==> src/rtl/rx_frame_ctrl_if.sv <==
`default_nettype none
// ============================================================================
// Module   : rx_frame_ctrl_if
// Purpose  : Byte-stream link between the UART receive PHY and the frame
//            controller: a one-cycle valid strobe qualifying a received byte.
// Revision : 1.0 - initial release
// ============================================================================
interface rx_frame_ctrl_if;
  logic       rx_vld;   // one-cycle strobe, rx_data valid
  logic [7:0] rx_data;  // received byte

  // Byte producer (the receive PHY)
  modport master (
    output rx_vld,
    output rx_data
  );

  // Byte consumer (the frame controller)
  modport slave (
    input rx_vld,
    input rx_data
  );
endinterface
`default_nettype wire

==> src/rtl/rx_frame_ctrl.sv <==
`default_nettype none
// ============================================================================
// Module   : rx_frame_ctrl
// Purpose  : Frame-level controller for the UART receive path. Hunts for a
//            sync byte, walks length / payload / checksum, checks the payload
//            against the selected test pattern, enforces an inter-byte
//            timeout and keeps saturating good / bad frame counters.
// Revision : 1.0 - initial release
// ============================================================================
module rx_frame_ctrl #(
  parameter logic [7:0] SYNC_BYTE = 8'hA5,
  parameter int         TO_SHIFT  = 4
) (
  input  wire logic        clk_sys,
  input  wire logic        rst_n,
  rx_frame_ctrl_if.slave   rx_if,
  input  wire logic [19:0] tbit_period,
  input  wire logic        tx_pattern,
  input  wire logic        clr,
  output logic             busy,
  output logic             frame_done,
  output logic             frame_ok,
  output logic [31:0]      rx_total,
  output logic [31:0]      rx_err
);

  localparam int          CNT_W   = 20 + TO_SHIFT;
  localparam logic [31:0] CNT_MAX = 32'hFFFF_FFFF;

  typedef enum logic [1:0] {
    HUNT = 2'd0,
    LEN  = 2'd1,
    PAY  = 2'd2,
    CSUM = 2'd3
  } state_t;

  state_t             state_q, state_d;
  logic [7:0]         len_q, len_d;
  logic               pat_q, pat_d;
  logic [7:0]         idx_q, idx_d;
  logic [7:0]         sum_q, sum_d;
  logic               mis_q, mis_d;
  logic [CNT_W-1:0]   cnt_q, cnt_d;
  logic               busy_q, busy_d;
  logic               done_q, done_d;
  logic               ok_q, ok_d;
  logic [31:0]        total_q, total_d;
  logic [31:0]        err_q, err_d;

  logic [CNT_W-1:0]   limit;
  logic [7:0]         exp_byte;
  logic               to_fire;
  logic               end_evt;
  logic               good_evt;

  // Timeout threshold in clk_sys cycles and the expected payload byte for the current index
  always_comb begin
    limit    = {{TO_SHIFT{1'b0}}, tbit_period} << TO_SHIFT;
    exp_byte = pat_q ? (idx_q[0] ? 8'hAA : 8'h55) : idx_q;
    to_fire  = (state_q != HUNT) && !rx_if.rx_vld && (tbit_period != 20'd0) && (cnt_q == limit);
  end

  // Next-state, field tracking, frame result and counter logic
  always_comb begin
    state_d  = state_q;
    len_d    = len_q;
    pat_d    = pat_q;
    idx_d    = idx_q;
    sum_d    = sum_q;
    mis_d    = mis_q;
    end_evt  = 1'b0;
    good_evt = 1'b0;

    // Idle-cycle counter restarts on every byte and while hunting
    if (rx_if.rx_vld || (state_q == HUNT)) begin
      cnt_d = '0;
    end else begin
      cnt_d = cnt_q + 1'b1;
    end

    case (state_q)
      HUNT: begin
        if (rx_if.rx_vld && (rx_if.rx_data == SYNC_BYTE)) begin
          state_d = LEN;
        end
      end
      LEN: begin
        if (rx_if.rx_vld) begin
          if (rx_if.rx_data == 8'd0) begin
            end_evt = 1'b1;
            state_d = HUNT;
          end else begin
            len_d   = rx_if.rx_data;
            pat_d   = tx_pattern;
            idx_d   = 8'd0;
            sum_d   = 8'd0;
            mis_d   = 1'b0;
            state_d = PAY;
          end
        end
      end
      PAY: begin
        if (rx_if.rx_vld) begin
          sum_d = sum_q + rx_if.rx_data;
          mis_d = mis_q | (rx_if.rx_data != exp_byte);
          idx_d = idx_q + 8'd1;
          // len >= 1 here, so len-1 never underflows and idx never wraps
          if (idx_q == (len_q - 8'd1)) begin
            state_d = CSUM;
          end
        end
      end
      CSUM: begin
        if (rx_if.rx_vld) begin
          end_evt  = 1'b1;
          good_evt = (rx_if.rx_data == sum_q) && !mis_q;
          state_d  = HUNT;
        end
      end
      default: state_d = HUNT;
    endcase

    // Timeout only fires on a byte-free cycle, so a byte arriving at the limit wins
    if (to_fire) begin
      end_evt  = 1'b1;
      good_evt = 1'b0;
      state_d  = HUNT;
    end

    done_d  = end_evt;
    ok_d    = end_evt ? good_evt : ok_q;
    total_d = (end_evt && good_evt && (total_q != CNT_MAX)) ? total_q + 32'd1 : total_q;
    err_d   = (end_evt && !good_evt && (err_q != CNT_MAX)) ? err_q + 32'd1 : err_q;

    // Clear overrides everything, including a byte or frame end in the same cycle
    if (clr) begin
      state_d = HUNT;
      cnt_d   = '0;
      idx_d   = 8'd0;
      sum_d   = 8'd0;
      mis_d   = 1'b0;
      done_d  = 1'b0;
      ok_d    = 1'b0;
      total_d = 32'd0;
      err_d   = 32'd0;
    end

    busy_d = (state_d != HUNT);
  end

  // State and datapath registers
  always_ff @(posedge clk_sys or negedge rst_n) begin
    if (!rst_n) begin
      state_q <= HUNT;
      len_q   <= 8'd0;
      pat_q   <= 1'b0;
      idx_q   <= 8'd0;
      sum_q   <= 8'd0;
      mis_q   <= 1'b0;
      cnt_q   <= '0;
      busy_q  <= 1'b0;
      done_q  <= 1'b0;
      ok_q    <= 1'b0;
      total_q <= 32'd0;
      err_q   <= 32'd0;
    end else begin
      state_q <= state_d;
      len_q   <= len_d;
      pat_q   <= pat_d;
      idx_q   <= idx_d;
      sum_q   <= sum_d;
      mis_q   <= mis_d;
      cnt_q   <= cnt_d;
      busy_q  <= busy_d;
      done_q  <= done_d;
      ok_q    <= ok_d;
      total_q <= total_d;
      err_q   <= err_d;
    end
  end

  assign busy       = busy_q;
  assign frame_done = done_q;
  assign frame_ok   = ok_q;
  assign rx_total   = total_q;
  assign rx_err     = err_q;

endmodule
`default_nettype wire

==> src/flat_wrapper.sv <==
// flat-port wrapper written by rule: the top's interface ports become plain ports
module rx_frame_ctrl_flat 
#(
  parameter logic [7:0] SYNC_BYTE = 8'hA5,
  parameter int         TO_SHIFT  = 4
)
  (clk_sys, rst_n, tbit_period, tx_pattern, clr, busy, frame_done, frame_ok, rx_total, rx_err, rx_if_rx_vld, rx_if_rx_data);
  rx_frame_ctrl_if rx_if_i ();
  input  wire logic clk_sys;
  input  wire logic rst_n;
  input  wire logic [19:0] tbit_period;
  input  wire logic tx_pattern;
  input  wire logic clr;
  output logic busy;
  output logic frame_done;
  output logic frame_ok;
  output logic [31:0] rx_total;
  output logic [31:0] rx_err;
  input wire logic [$bits(rx_if_i.rx_vld)-1:0] rx_if_rx_vld;
  input wire logic [$bits(rx_if_i.rx_data)-1:0] rx_if_rx_data;
  assign rx_if_i.rx_vld = rx_if_rx_vld;
  assign rx_if_i.rx_data = rx_if_rx_data;
  rx_frame_ctrl #(.SYNC_BYTE(SYNC_BYTE), .TO_SHIFT(TO_SHIFT)) u_core (.clk_sys(clk_sys), .rst_n(rst_n), .rx_if(rx_if_i), .tbit_period(tbit_period), .tx_pattern(tx_pattern), .clr(clr), .busy(busy), .frame_done(frame_done), .frame_ok(frame_ok), .rx_total(rx_total), .rx_err(rx_err));
endmodule
==> config.mk <==
export PLATFORM = sky130hd
export DESIGN_NAME = rx_frame_ctrl_flat
export DESIGN_NICKNAME = d
export VERILOG_FILES = /design/src/rtl/rx_frame_ctrl_if.sv /design/src/rtl/rx_frame_ctrl.sv /design/src/flat_wrapper.sv
export SDC_FILE = /design/constraint.sdc
export NUM_CORES = 1
export LEC_CHECK = 0
export CAP_MARGIN = 30
export CORE_UTILIZATION = 45
export CTS_CLUSTER_DIAMETER = 150
export DETAILED_ROUTE_END_ITERATION = 10
export HOLD_SLACK_MARGIN = 0.12
export PLACE_DENSITY = 0.79
export SETUP_SLACK_MARGIN = 0.05
export SLEW_MARGIN = 10
export SYNTH_ARGS = -nofsm -noshare
export SYNTH_HDL_FRONTEND = slang
export SYNTH_SLANG_ARGS = --single-unit
==> constraint.sdc <==
create_clock -name clk_sys -period 2.72 [get_ports clk_sys]
set_clock_uncertainty 0.05 [all_clocks]
set_input_delay 0.408 -clock clk_sys [delete_from_list [all_inputs] [get_ports clk_sys]]
set_output_delay 0.408 -clock clk_sys [all_outputs]
set_load 0.03 [all_outputs]
; ---- Word level (Yosys, flattened, before mapping)
; Cells that the tools add are included.
; Widths: inputs -> output; s select.
[totals]
wordCells = 98
reg_bits = 119
ramBits = 0
inputBits = 33
romBits = 0
latchBits = 0
out_inout_bits = 67
n_memories = 0
[classes]
shifts = 0
mul = 0
add_sub_neg = 6
n_eq_ne = 13
order_cmp = 0
mux = 41
div = 0
bitwise = 2
n_reduce_logical = 24
[ops]
columns = operator, n
row1 = $mux 32, 4
row2 = $add 32x1->32 const B, 2
row3 = $mux 8, 8
row4 = $ne 32x32->1 const B, 2
row5 = $mux 24, 2
row6 = $pmux 8 s2, 2
row7 = $add 24x1->24 const B, 1
row8 = $eq 24x24->1, 1
row9 = $reduce_bool 20->1, 1
row10 = $eq 8x8->1, 2
row11 = $mux 2, 8
row12 = $mux 1, 14
row13 = $reduce_bool 2->1, 5
row14 = $logic_and 1x1->1, 9
row15 = $ne 3x3->1 const B, 3
row16 = $add 8x1->8 const B, 1
row17 = $add 8x8->8, 1
row18 = $eq 8x8->1 const B, 1
row19 = $logic_not 8->1, 1
row20 = $ne 8x8->1, 1
row21 = $pmux 2 s4, 1
row22 = $sub 8x1->8 const B, 1
row23 = $eq 2x2->1 const B, 2
row24 = $pmux 1 s2, 2
row25 = 9 further kinds, 11

; ---- Longest topological paths before layout
[depth]
ltp_word = 10
mapped_depth = 11

; ---- Worst setup path after synthesis
; No wires, ideal clock.
[synth_timing]
kind = register -> register
from = register u_core.err_q[0], in the netlist u_core.rx_err[0]
to = register u_core.err_q[17], in the netlist u_core.rx_err[17]
arrival_time_ns = 2.607
slack_ns = -0.015
required_time_ns = 2.592
stages_incl_launch_ff = 11
n_path_buf = 2
synth_period_minus_slack_ns = 2.735
path_cell_list = dfrtp_1 -> ha_1 -> and3_4 -> and3_1 -> buf_6 -> and4_4 -> a2111oi_2 -> nand2_2 -> buf_2 -> or4_1 -> a21oi_1
[synth_via]
elab_chain_cells = 3
[synth_rtl]
columns = item, line
row1 = from (decl), rx_frame_ctrl.sv:48  ; logic [31:0] err_q, err_d;
row2 = from (signal assigned), rx_frame_ctrl.sv:178  ; err_q <= err_d;
row3 = $add 32x1->32 / $ne 32x32->1 (equally long branches), rx_frame_ctrl.sv:133  ; err_d = (end_evt && !good_evt && (err_q != CNT_MAX)) ? err_q + 32'd1 : err_q;
row4 = $mux 32 / $logic_and 1x1->1 (equally long branches), rx_frame_ctrl.sv:133
row5 = $mux 32 / $reduce_bool 2->1 (equally long branches), -
; Parallel ways exist; a longest one is shown, timed or not. The select of a mux whose other input is x is not followed.
; A chain may end at the register's enable or synchronous reset.

; ---- Worst setup path after layout
[layout_timing]
from = register u_core.err_q[1], in the netlist u_core.rx_err[1]
to = register u_core.err_q[19], in the netlist u_core.rx_err[19]
; The elaborated chain is that of the path after synthesis.

==> results.txt <==
The run finished with clean final reports. The largest net degree at the start of global routing is between 70 and 80. The max-slew violation count came out at 0. The area of all sequential standard cells is ~3000 µm².

For the pin with the worst max-slew slack, the measured transition is approximately 800 ps. The power per unit of standard cell area came out at ~480 nW/µm². The number of synthesized flops with an enable pin came out at 0. Among all flip-flop cells after synthesis, the most frequent one is sky130_fd_sc_hd__dfrtp_1. The number of detailed-routing iterations run before antenna repair is 5. The first global-routing pass estimated 28.3 mm of wire.

The static leakage power came out at roughly 3.8 nW. The post-detailed-route via-to-cell ratio came out at between 5 and 6. The worst path in the final design needs a cycle of 2560 ps, including I/O delays and setup.

The proportion of power drawn by the clock network is between 50 and 60%. The worst setup path is of the flop to flop kind. The number of library cell types mapped by synthesis is slightly below 60. The residual DRC count is 0. The number of antenna violations at the first check in global routing came out at 0. The hold violation count in the final report is 0. The die boundary height came out at 125 µm. The share of the synthesized area in the top cell type is about 44%. After synthesis, the mean cell area works out to ~9 µm². The critical path's top delay family is simple AND/OR/NAND/NOR gates. The number of antenna cells inserted is 0. The placed cell area came out at ~8300 µm².

The max capacitance violation total is 0. At the later pin of the worst-skew pair, clock insertion delay measures 410 ps. The total internal power came out at 3.39 mW. The layout overhead on the synthesized area came out at 33.2%. The maximum net fanout on the critical path is 11. The floorplan step defined a core boundary enclosing between 10000 and 15000 µm². The CTS tree is built. The maximum ir drop on the vdd rail came out at approximately 380 µV. Prior to clock tree synthesis, the placed netlist has a worst setup slack of -401 ps.

The slowest stage of the critical path belongs to the cell sky130_fd_sc_hd__dfrtp_1. The area of all placed cells without fillers came out at between 8000 and 9000 µm². CTS built an H-tree with a depth of 4. The proportion of synthesized flip-flops having asynchronous set or reset is 100%. The post-synth design cell area is 6750 µm². Synthesis handed over a netlist of 733 instances. The final route contains 5946 vias. The cell sitting at the root of the clock tree is a sky130_fd_sc_hd__clkbuf_16. The min-delay analysis places its worst path in the category primary input to async pin. Counting both buffers and inverters, the worst setup path holds a total of 1. The remaining max-slew budget at the tightest pin is between 40 and 50%. The startpoint class of the critical path is a flop.

During synthesis, Yosys emitted a total of 0 warnings. Walking the worst path, the cells encountered are ha_1, and3_4, and3_1, and4_4, a2111oi_4, nand2_2, buf_4, or4_1, a21oi_1. The die covers about 16000 µm². The average wire length per cell after detail routing came out at about 15 µm.

For this run the aggregate overflow at the end of global routing stands at 0. The required time reported for the critical path endpoint came out at around 3000 ps. Summing all multi-input logic gate instances after layout gives around 3600 µm². The worst hold margin is just over 300 ps. The net switching fraction of the power is 20.8%. In this run the tool buffered the top-level ports with 99 buffer cells. When the netlist entered floorplanning its net count stood at 780. By area the synthesized netlist is led by sky130_fd_sc_hd__dfrtp_1 (44%), sky130_fd_sc_hd__xor2_1 (10%), sky130_fd_sc_hd__nor2_1 (5.1%). The share of the Yosys chip area taken by registers is between 40% and 50%. The final weighted congestion in routability-driven placement came out at 0.883. The filler cell count is 1201.

The share of cells above drive strength 1 is 13.4%. The arrival time of the worst setup path is ~2800 ps. By count the netlist is led by sky130_fd_sc_hd__dfrtp_1 (119), sky130_fd_sc_hd__nor2_1 (92), sky130_fd_sc_hd__xor2_1 (80), sky130_fd_sc_hd__nand2_1 (53), sky130_fd_sc_hd__o21ai_0 (41).

The clock slew at the register clock pins of the worst setup and hold paths came out at roughly 60 ps. The count of boundary I/O pins came out at 100. The clock sink total is between 100 and 150.

Yosys instantiated no cell more often than sky130_fd_sc_hd__dfrtp_1. The sequential share of power came out at around two fifths. The highest cell delay on the worst timing path came out at approximately 420 ps. The worst setup path is captured at a flop.

The TritonCTS buffer count is 17. After the last flow step, the layout net total stands at roughly 930. Across all setup checks in the final design, the least slack found is ~160 ps.

The floorplan step set the die width to ~120 µm. The clock passes through at most 2 buffers. Setup repair after global routing could not meet its margin everywhere. The number of violations reported at the end of detailed-routing iteration 0 is roughly 380. The timing-limited maximum frequency came out at about 0.39 GHz. The site row count came out at between 40 and 50. The routed wire length came out at approximately 16 mm. In this run, synthesis produced a sequential element count of about 120. The period utilization came out at around 94%. The final number of setup-violating endpoints came out at 0.

The combinational cell fraction of total power came out at under 10%. Detailed placement finished with a half-perimeter wire length of around 12 mm. The analysis attributes to net switching a power of approximately 0.89 mW. The initial standard-cell utilization of the core is 46.3%. The number of routed nets with antenna violations is 0. The total global routing track utilization is ~22%.

The biggest area contributor in the post-synthesis netlist is sky130_fd_sc_hd__dfrtp_1. The number of global-route vias before repair came out at about 5700.
==> flip-flops by register name (all words and copies together), names as in the netlist <==
name	flops
u_core.len_q	8
u_core.sum_q	8
u_core.rx_total	32
u_core.frame_ok	1
u_core.frame_done	1
u_core.pat_q	1
u_core.busy	1
u_core.idx_q	8
u_core.mis_q	1
u_core.rx_err	32
u_core.state_q	2
u_core.cnt_q	24
==> cell families (layout without fill, tap and decap cells) <==
group / Yosys count / in the layout / share of synthesized area (%)
AO/OA/AOI/OAI: 114 / 114 / 10.2
buffers and inverters: 47 / 212 / 2.82
AND/OR/NAND/NOR: 324 / 324 / 24.9
flip-flops: 119 / 119 / 44.1
multiplexers: 11 / 11 / 1.80
XOR/XNOR: 104 / 104 / 13.5
adder cells (fa/ha/maj): 14 / 14 / 2.70
==> path summary, 6_finish.rpt <==
check                      slack, ps                          from  depth (start not counted)                             to
max                              160  u_core.rx_err[1]$_DFFE_PN0P_                          9  u_core.rx_err[19]$_DFFE_PN0P_
min                              310                         rst_n                          2     u_core.cnt_q[22]$_DFF_PN0_
max reg2reg                      160  u_core.rx_err[1]$_DFFE_PN0P_                          9  u_core.rx_err[19]$_DFFE_PN0P_
min in group clk_sys             460   u_core.sum_q[0]$_DFFE_PN0P_                          1    u_core.sum_q[0]$_DFFE_PN0P_
min reg2reg                      460   u_core.sum_q[0]$_DFFE_PN0P_                          1    u_core.sum_q[0]$_DFFE_PN0P_
max in group asynchronous       1660                         rst_n                          3   u_core.rx_err[0]$_DFFE_PN0P_
==> area by class of cell <==
| type | count | area share, % |
|---|---|---|
| sequential | 119 | 33.1 |
| inverter | 18 | 0.751 |
| clock inverter | 10 | 1.71 |
| tap | 184 | 2.56 |
| multi-input combinational | 567 | 40.4 |
| clock buffer | 21 | 4.89 |
| timing repair buffer | 163 | 16.6 |
==> power by group through the flow <==
stage / logic (mW) / registers, mW / clock network, mW
after global routing: 0.241 / 1.78 / 2.42
after detailed placement: 0.215 / 1.81 / 0
after CTS: 0.218 / 1.78 / 2.32
after floorplan: 0.0727 / 1.81 / 0
after global placement: 0.212 / 1.81 / 0
final: 0.217 / 1.78 / 2.28
==> layer usage <==
layer,track usage (%),wire length [µm],vias up
met3,3.99,635,28
met5,0,0,-
met1,29.9,7610,2854
met4,9.71,390,0
met2,35.6,7840,153
li1,-,-,2911
==> what timing repair did <==
item	in CTS	in global routing
endpoints found under the setup margin	4	24
gates resized for setup	2	5
pin swaps	5	3
endpoints found under the hold margin	119	0
buffers inserted	0	2
hold buffers	1	0
==> through the flow <==
stage	std cells	util [%]	TNS (ps)	total power [mW]
after floorplan	733	-	0	1.89
after global placement	1047	57.1	-11200	2.03
after detailed placement	1048	57.2	-11880	2.03
after CTS	1080	61.4	0	4.32
after global routing	1082	61.7	0	4.44
final	1082	61.7	0	4.29
==> cells in the final DEF (no fill, tap or decap), drive strengths merged, types with 4 or more instances in the layout <==
cell type / n
and4: 11
inv: 18
dfrtp: 119
nand4: 30
and2: 6
a21oi: 38
or3: 16
nor2b: 4
a21o: 4
clkbuf: 21
or4: 8
bufinv: 4
nand2: 55
xor2: 80
and3: 12
nand3: 40
o31ai: 8
mux2: 9
nor4: 19
clkinv: 6
buf: 65
ha: 13
nor2: 92
nor3: 15
o21ai: 42
clkdlybuf4s50: 97
xnor2: 24
Note: power is estimated with default switching activity, not from simulation.
